$ cat config.mk
export PLATFORM = sky130hd
export DESIGN_NAME = count_ones_host
export DESIGN_NICKNAME = d
export VERILOG_FILES = /design/src/rtl/count_ones_host.sv
export SDC_FILE = /design/constraint.sdc
export NUM_CORES = 1
export LEC_CHECK = 0
export CAP_MARGIN = 20
export CORE_MARGIN = 1.5
export CORE_UTILIZATION = 44
export DETAILED_ROUTE_END_ITERATION = 16
export PLACE_DENSITY_LB_ADDON = 0.15
export SLEW_MARGIN = 20
export SYNTH_ARGS = -nofsm -noshare
export SYNTH_HDL_FRONTEND = slang
export SYNTH_SLANG_ARGS = --single-unit
$ cat constraint.sdc
create_clock -name clk -period 2.4 [get_ports clk]
set_input_delay 0.6 -clock clk [delete_from_list [all_inputs] [get_ports clk]]
set_output_delay 0.6 -clock clk [all_outputs]
set_load 0.01 [all_outputs]
$ cat src/rtl/count_ones_host.sv
// rtl/count_ones_host.sv - host side of the count_ones handshake: input FIFO, presenter FSM, result buffer, running total.
// Optional build macro ONES_CHECK_EN adds a sticky check_err output that cross-checks bit_count against data.
module count_ones_host #(
  parameter int word_size      = 4,
  parameter int counter_size   = 3,
  parameter int FIFO_DEPTH     = 4,
  parameter int TOTAL_SIZE     = 8,
  parameter int TIMEOUT_CYCLES = 32
) (
  input  logic                    clk,
  input  logic                    reset,
  input  logic [word_size-1:0]    in_data,
  input  logic                    in_valid,
  output logic                    in_ready,
  output logic [word_size-1:0]    data,
  input  logic                    start,
  input  logic                    done,
  input  logic [counter_size-1:0] bit_count,
  output logic [word_size-1:0]    res_word,
  output logic [counter_size-1:0] res_count,
  output logic                    res_valid,
  input  logic                    res_ready,
  output logic [TOTAL_SIZE-1:0]   total,
`ifdef ONES_CHECK_EN
  output logic                    check_err,
`endif
  output logic                    timeout_err
);

  localparam int PTR_W  = $clog2(FIFO_DEPTH);
  localparam int WAIT_W = $clog2(TIMEOUT_CYCLES + 1);

  typedef enum logic [1:0] {IDLE, PRESENT, BUSY, RESULT} state_t;

  state_t                  state_q, state_d;
  logic [word_size-1:0]    mem_q [FIFO_DEPTH];
  logic [word_size-1:0]    mem_d [FIFO_DEPTH];
  logic [PTR_W-1:0]        wr_ptr_q, wr_ptr_d, rd_ptr_q, rd_ptr_d;
  logic [PTR_W:0]          cnt_q, cnt_d;
  logic [WAIT_W-1:0]       wait_q, wait_d;
  logic [word_size-1:0]    data_q, data_d, res_word_q, res_word_d;
  logic [counter_size-1:0] res_count_q, res_count_d;
  logic                    res_valid_q, res_valid_d;
  logic [TOTAL_SIZE-1:0]   total_q, total_d;
  logic [TOTAL_SIZE:0]     total_sum;
  logic                    timeout_err_q, timeout_err_d;

  logic fifo_full, fifo_empty, push, pop, waiting, capture, timeout_hit;

  assign fifo_full  = (cnt_q == (PTR_W+1)'(FIFO_DEPTH));
  assign fifo_empty = (cnt_q == '0);
  assign push       = in_valid && !fifo_full;
  assign pop        = (state_q == IDLE) && !fifo_empty;
  assign waiting    = (state_q == PRESENT) || (state_q == BUSY);
  // start and done together in PRESENT capture straight away, skipping BUSY
  assign capture    = ((state_q == PRESENT) && start && done) || ((state_q == BUSY) && done);
  assign timeout_hit = waiting && !capture && (wait_q == WAIT_W'(TIMEOUT_CYCLES - 1));

  always_ff @(posedge clk) begin
    if (!reset) state_q <= IDLE;
    else        state_q <= state_d;
  end

  always_comb begin
    state_d = state_q;
    case (state_q)
      IDLE:    if (!fifo_empty) state_d = PRESENT;
      PRESENT: begin
        if (capture)          state_d = RESULT;
        else if (timeout_hit) state_d = IDLE;
        else if (start)       state_d = BUSY;
      end
      BUSY: begin
        if (capture)          state_d = RESULT;
        else if (timeout_hit) state_d = IDLE;
      end
      RESULT:  if (res_ready) state_d = IDLE;
      default: state_d = IDLE;
    endcase
  end

`ifdef ONES_CHECK_EN
  logic                    check_err_q, check_err_d;
  logic [counter_size-1:0] ones;

  always_comb begin
    ones = '0;
    for (int i = 0; i < word_size; i++) ones = ones + counter_size'(data_q[i]);
    check_err_d = check_err_q;
    if (capture && (bit_count != ones)) check_err_d = 1'b1;
  end

  always_ff @(posedge clk) begin
    if (!reset) check_err_q <= 1'b0;
    else        check_err_q <= check_err_d;
  end

  assign check_err = check_err_q;
`endif

  always_comb begin
    mem_d         = mem_q;
    wr_ptr_d      = wr_ptr_q;
    rd_ptr_d      = rd_ptr_q;
    cnt_d         = cnt_q;
    wait_d        = wait_q;
    data_d        = data_q;
    res_word_d    = res_word_q;
    res_count_d   = res_count_q;
    res_valid_d   = res_valid_q;
    total_d       = total_q;
    timeout_err_d = timeout_err_q;
    total_sum     = {1'b0, total_q} + (TOTAL_SIZE+1)'(bit_count);

    if (push) begin
      mem_d[wr_ptr_q] = in_data;
      wr_ptr_d        = wr_ptr_q + 1'b1;
    end
    if (pop) begin
      data_d   = mem_q[rd_ptr_q];
      rd_ptr_d = rd_ptr_q + 1'b1;
      wait_d   = '0;
    end
    case ({push, pop})
      2'b10:   cnt_d = cnt_q + 1'b1;
      2'b01:   cnt_d = cnt_q - 1'b1;
      default: cnt_d = cnt_q;
    endcase

    if (waiting && !capture) wait_d = wait_q + 1'b1;
    if (timeout_hit) timeout_err_d = 1'b1;

    if (capture) begin
      res_count_d = bit_count;
      res_word_d  = data_q;
      res_valid_d = 1'b1;
      total_d     = total_sum[TOTAL_SIZE] ? '1 : total_sum[TOTAL_SIZE-1:0];
    end
    if ((state_q == RESULT) && res_ready) res_valid_d = 1'b0;
  end

  // FIFO storage needs no reset: the pointers and count define its contents
  always_ff @(posedge clk) begin
    mem_q <= mem_d;
  end

  always_ff @(posedge clk) begin
    if (!reset) begin
      wr_ptr_q      <= '0;
      rd_ptr_q      <= '0;
      cnt_q         <= '0;
      wait_q        <= '0;
      data_q        <= '0;
      res_word_q    <= '0;
      res_count_q   <= '0;
      res_valid_q   <= 1'b0;
      total_q       <= '0;
      timeout_err_q <= 1'b0;
    end else begin
      wr_ptr_q      <= wr_ptr_d;
      rd_ptr_q      <= rd_ptr_d;
      cnt_q         <= cnt_d;
      wait_q        <= wait_d;
      data_q        <= data_d;
      res_word_q    <= res_word_d;
      res_count_q   <= res_count_d;
      res_valid_q   <= res_valid_d;
      total_q       <= total_d;
      timeout_err_q <= timeout_err_d;
    end
  end

  assign in_ready    = !fifo_full;
  assign data        = data_q;
  assign res_word    = res_word_q;
  assign res_count   = res_count_q;
  assign res_valid   = res_valid_q;
  assign total       = total_q;
  assign timeout_err = timeout_err_q;

endmodule

# Word-level counts from Yosys, hierarchy flattened
# Cells that the tools add are included.
dict set report classes {
  addsub 6
  magnitude_cmp 3
  n_eq_ne 11
  n_mux 18
  bitwise_logic 3
  n_reduce_logical 20
}
# op n
set ops {}
lappend ops {{$bwmux W16} 1}
lappend ops {{$mux W2} 7}
lappend ops {{$mux W4} 3}
lappend ops {{$mux W6} 2}
lappend ops {{$add A8 B3 Y9} 1}
lappend ops {{$logic_and A1 B1 Y1} 9}
lappend ops {{$bmux W4 S2} 1}
lappend ops {{$demux W4 S2} 1}
lappend ops {{$mux W8} 1}
lappend ops {{$pmux W2 S4} 1}
lappend ops {{$add A6 B1 Y6 const B} 1}
lappend ops {{$eq A2 B2 Y1 const B} 3}
lappend ops {{$eq A6 B5 Y1 const B} 1}
lappend ops {{$ge A3 B3 Y1 const B} 2}
lappend ops {{$not A2 Y3} 2}
lappend ops {{$pmux W3 S2} 1}
lappend ops {{$add A2 B1 Y2 const B} 2}
lappend ops {{$eq A2 B1 Y1 const B} 2}
lappend ops {{$ne A2 B2 Y1 const B} 2}
lappend ops {{$ne A4 B4 Y1 const B} 1}
lappend ops {{$reduce_and A4 Y1} 1}
lappend ops {{$reduce_bool A2 Y1} 2}
lappend ops {{$add A3 B1 Y3 const B} 1}
lappend ops {{$eq A3 B3 Y1 const B} 1}
lappend ops {{other kinds (9)} 12}
dict set report totals {
  reg_bits 52
  inputBits 13
  out_inout_bits 22
  wordCells 76
}

# Longest topological paths before layout
dict set report logic_depth {
  depth_word 10
  mapped_depth 10
  ltp_nobuf 10
}

# Least setup slack after synthesis
# Ideal clock, no wire load.
dict set report synth_timing {
  path_kind {register to register}
  startpoint {register state_q[0]}
  endpoint {register cnt_q[2]}
  setup_ns 0.070
  t_arrival_ns 2.061
  t_required_ns 2.330
  path_slack_ns 0.268
  path_stages_with_launch 11
  n_path_buf 1
  period_less_slack_ns 2.132
  cell_sequence {dfxtp_1 -> inv_1 -> ha_1 -> nor2b_1 -> buf_2 -> ha_1 -> inv_1 -> fa_1 -> xor2_1 -> or3_1 -> a21oi_1}
}
dict set report synth_between {
  elab_chain_cells 4
  word_cells_on_any_way 6
  classes_between {eq/ne (2); mux (1); reduce/logical (3)}
}
# item line
set synth_lines {}
lappend synth_lines {{start: declaration} 35} ;# state_t state_q, state_d;
lappend synth_lines {{start signal: assignment} 61} ;# else state_q <= state_d;
lappend synth_lines {{$logic_not A2 Y1 *} 53} ;# assign pop = (state_q == IDLE) && !fifo_empty;
lappend synth_lines {{$logic_and A1 B1 Y1 *} 53}
lappend synth_lines {{via pop} 48} ;# logic fifo_full, fifo_empty, push, pop, waiting, capture, timeout_hit;
lappend synth_lines {{$eq A2 B1 Y1 or $eq A2 B2 Y1 (tied branches)} 124} ;# case ({push, pop})
lappend synth_lines {{$pmux W3 S2 or $reduce_bool A2 Y1 (tied branches)} -}
lappend synth_lines {{end signal: assignment} 162} ;# cnt_q <= cnt_d;
lappend synth_lines {{end: declaration} 39} ;# logic [PTR_W:0] cnt_q, cnt_d;
# Mark *: on every way through the listed nets, which the timed path passes. The rest lies on a longest branch.
# A chain may end at the register's enable or synchronous reset.

# Final worst setup path
dict set report layout_timing {
  startpoint {register state_q[0]}
  endpoint {register cnt_q[2]}
}
dict set report layout_between {
  elab_chain_cells 4
  word_cells_on_any_way 6
  classes_between {eq/ne (2); mux (1); reduce/logical (3)}
}
# item line
set layout_lines {}
lappend layout_lines {{$logic_not A2 Y1 *} 53}
lappend layout_lines {{$logic_and A1 B1 Y1 *} 53}
lappend layout_lines {{$eq A2 B1 Y1 or $eq A2 B2 Y1 (tied branches)} 124}
lappend layout_lines {{$pmux W3 S2 or $reduce_bool A2 Y1 (tied branches)} -}
# Mark *: on every way between the ends. The rest lies on a longest branch, timed or not.

==> results.md <==
* Routed Antenna Nets at 0
* Sequential share of the synthesized area at 51.28%
* Row count at 26
* Core ar. at 5107 um^2
* Max Clock Skew at 0.007079 ns
* Element type at the critical path end: flip-flop
* Die ar. at 5770 um^2
* Multi-input gate area at 1071 um^2
* Hold Vio Cnt, Final at 0
* Switch share at 32.32%
* CP startpoint kind: flip-flop
* Net switching power at 876.5 uW
* # resized after CTS at 0
* CTS tree: yes
* Cell variety after synth at 38
* Final Setup Violations at 0
* Synth area leader: dfxtp_1
* Die height at 75.96 um
* Post-synth net total at 251
* Initial antenna violation count at 0
* Most area-consuming cells after synthesis: dfxtp_1 (31%), edfxtp_1 (21%), ha_1 (6.9%)
* Vias in the first global route at 1591
* FF+latch area at 1201 um^2
* CP arrival at 2.48 ns
* H-tree levels at 2
* Clock Path Buffers at 2
* Power Total at 2712 uW
* Final Hold Slack at 0.4575 ns
* Synth Cell Area at 2342 um^2
* Setup Fix Bufs, Post-CTS at 0
* DPL Wire Length at 3091 um
* Tightest Pin Transition at 0.3502 ns
* Placed Cells at 329
* Leak pwr at 0.001063 uW
* P_int at 1835 uW
* Buffers on Ports at 34
* DP Worst Slack at -0.1046 ns
* Post-synth top area share at 30.77%
* Worst Path Required at 2.63 ns
* Post-route insts no fill at 337
* # fillers at 463
* Critical path class: flip-flop to flip-flop
* PwrDens at 928.6 nW/um^2
* Post-CTS Hold Buffers at 0
* Initial Util at 45.86%
* Clock share of power at 22.3%
* Fmax at 0.4454 GHz
* Syn-to-layout area delta at 24.68%
* Cells along the critical path: inv_1 -> ha_1 -> nor2b_1 -> ha_1 -> inv_1 -> fa_1 -> xor2_1 -> or3_1 -> a21oi_1
* GRT Overall Usage at 16.61%
* DRC at 0
* Syn Area/Cell at 10.50 um^2
* Total gr overflow at 0
* Final WL at 4315 um
* Io pins at 35
* Status: completed
* Clk_lat worst skew at 0.30 ns
* Starting DRT DRC Count at 81
* Syn Inst Count at 223
* Die width at 75.96 um
* Pin count of the biggest net entering global routing at 33
* Clock Tree Root: clkbuf_8
* Logic pwr share at 35.2%
* FF+latch count, synth at 52
* CP max FO at 4
* Ys Warns at 0
* Setup slack after layout at 0.1550 ns
* Max transition margin at 76.47%
* Hold depth at 2
* Sink Count at 52
* Placer Congestion at 0.8068
* Setup TNS at 0 ns
* Clock-pin slew on the worst setup and hold paths at 0.10 ns
* Pins Over Slew Limit at 0
* Unrepaired setup endpoints after global routing: no
* Via-to-Cell Ratio at 5.015
* Min-Delay Path Class: flip-flop to flip-flop
* CTS buffer count at 5
* Min Tclk post-route at 2.245 ns
* WL/cell at 12.80 um
* Crit-path slowest cell: fa_1
* Flop pwr share at 42.4%
* First-pass GRT wire length at 7734 um
* CP max stage delay at 0.37 ns
* Peak VDD IR at 0.6205 mV
* DR pass1 iterations at 4
* Worst R2R Path Depth at 9
* Ratio of cells with drive above 1 in the final layout at 10.86%
* Part of the cycle the worst path needs at 93.54%
* Nets at 294
* Via Count at 1690
* Diodes inserted at 0
* Max_cap viols at 0
==> metal layers <==
metal	track usage [%]	share of wire, %	vias up
met1	22.92	49	781
met4	3.889	0.44	0
met2	25.77	45	43
met3	5.060	5.1	2
met5	0	0	-
li1	-	-	864
==> cells in the final DEF, fill, tap and decap left out, types with 3 or more instances in the layout <==
cell type | synthesis | final
mux4_2 | 4 | 4
inv_1 | 10 | 10
xnor2_1 | 3 | 3
and3_1 | 5 | 5
nand3_1 | 4 | 4
clkdlybuf4s50_1 | 0 | 34
xor2_1 | 5 | 5
buf_4 | 0 | 9
nand3b_1 | 3 | 3
edfxtp_1 | 16 | 16
mux2i_1 | 6 | 6
dfxtp_1 | 36 | 36
nand2_1 | 27 | 27
nor2_1 | 23 | 23
a21oi_1 | 22 | 22
o21ai_0 | 7 | 7
clkbuf_8 | 0 | 5
a31oi_1 | 3 | 3
ha_1 | 13 | 13
==> area by class of cell <==
class / instances / area share (%)
well taps: 70 / 2.999
inverters: 11 / 1.414
flip-flops and latches: 52 / 41.13
clock buffers: 6 / 2.485
clock inverters: 2 / 1.328
multi-input cells: 153 / 36.68
repair buffers: 43 / 13.97
==> cell usage after synthesis, drive strengths merged <==
| library cell | instances |
|---|---|
| a211oi | 2 |
| a21oi | 24 |
| a22oi | 2 |
| a31oi | 3 |
| and2 | 2 |
| and3 | 5 |
| and3b | 1 |
| buf | 2 |
| clkbuf | 5 |
| dfxtp | 36 |
| edfxtp | 16 |
| fa | 2 |
| ha | 13 |
| inv | 11 |
| mux2i | 6 |
| mux4 | 4 |
| nand2 | 27 |
| nand2b | 1 |
| nand3 | 4 |
| nand3b | 3 |
| nand4 | 1 |
| nor2 | 24 |
| nor2b | 2 |
| nor3 | 2 |
| nor4b | 2 |
| o21ai | 9 |
| o21bai | 1 |
| o221a | 1 |
| o311a | 1 |
| or3 | 2 |
| or4 | 1 |
| xnor2 | 3 |
| xor2 | 5 |
==> state kept, by name (all words and copies together), names as in the netlist <==
register,count
res_valid,1
wr_ptr_q,2
mem_q,16
rd_ptr_q,2
wait_q,6
cnt_q,3
data,4
state_q,2
res_count,3
timeout_err,1
res_word,4
total,8
==> critical path, delay by kind of cell (launching register included) <==
kind | cells | cell delay, ns
adders and majority gates | 3 | 0.80
buffers and inverters | 2 | 0.15
xor gates and xnor gates | 1 | 0.16
AOI/OAI and AO/OA | 1 | 0.14
and+or+nand+nor | 2 | 0.58
DFF | 1 | 0.36
==> metrics by stage <==
stage / instance area [um^2] / util (%)
3_3_place_gp: 2809 / 55.00
5_1_grt: 2920 / 57.18
2_1_floorplan: 2342 / -
4_1_cts: 2920 / 57.18
6_report: 2920 / 57.18
3_5_place_dp: 2809 / 55.00
==> logic make-up (layout without fill, tap and decap cells) <==
family	Yosys count	after routing	share of synthesized area, %
fa+ha+maj	15	15	8.654
flops	52	52	51.28
xor+xnor	8	8	2.992
compound gates	43	43	11.16
buf+inv	18	62	2.992
mux	10	10	6.411
simple gates	77	77	16.51
==> path summary, 6_finish.rpt <==
path           startpoint      endpoint  slack (ns)
max reg2reg    state_q[0]      cnt_q[2]        0.16
min reg2reg  res_count[2]  res_count[2]        0.46
min          res_count[2]  res_count[2]        0.46
max            state_q[0]      cnt_q[2]        0.16
==> power groups by stage <==
stage | clock (uW) | sequential [uW] | combinational (uW)
floorplan | 0 | 1160 | 657
global placement | 0 | 1170 | 952
detailed placement | 0 | 1170 | 963
CTS | 624 | 1150 | 969
global route | 670 | 1170 | 1080
finish | 605 | 1150 | 956
Note: power is estimated with default switching activity, not from simulation.
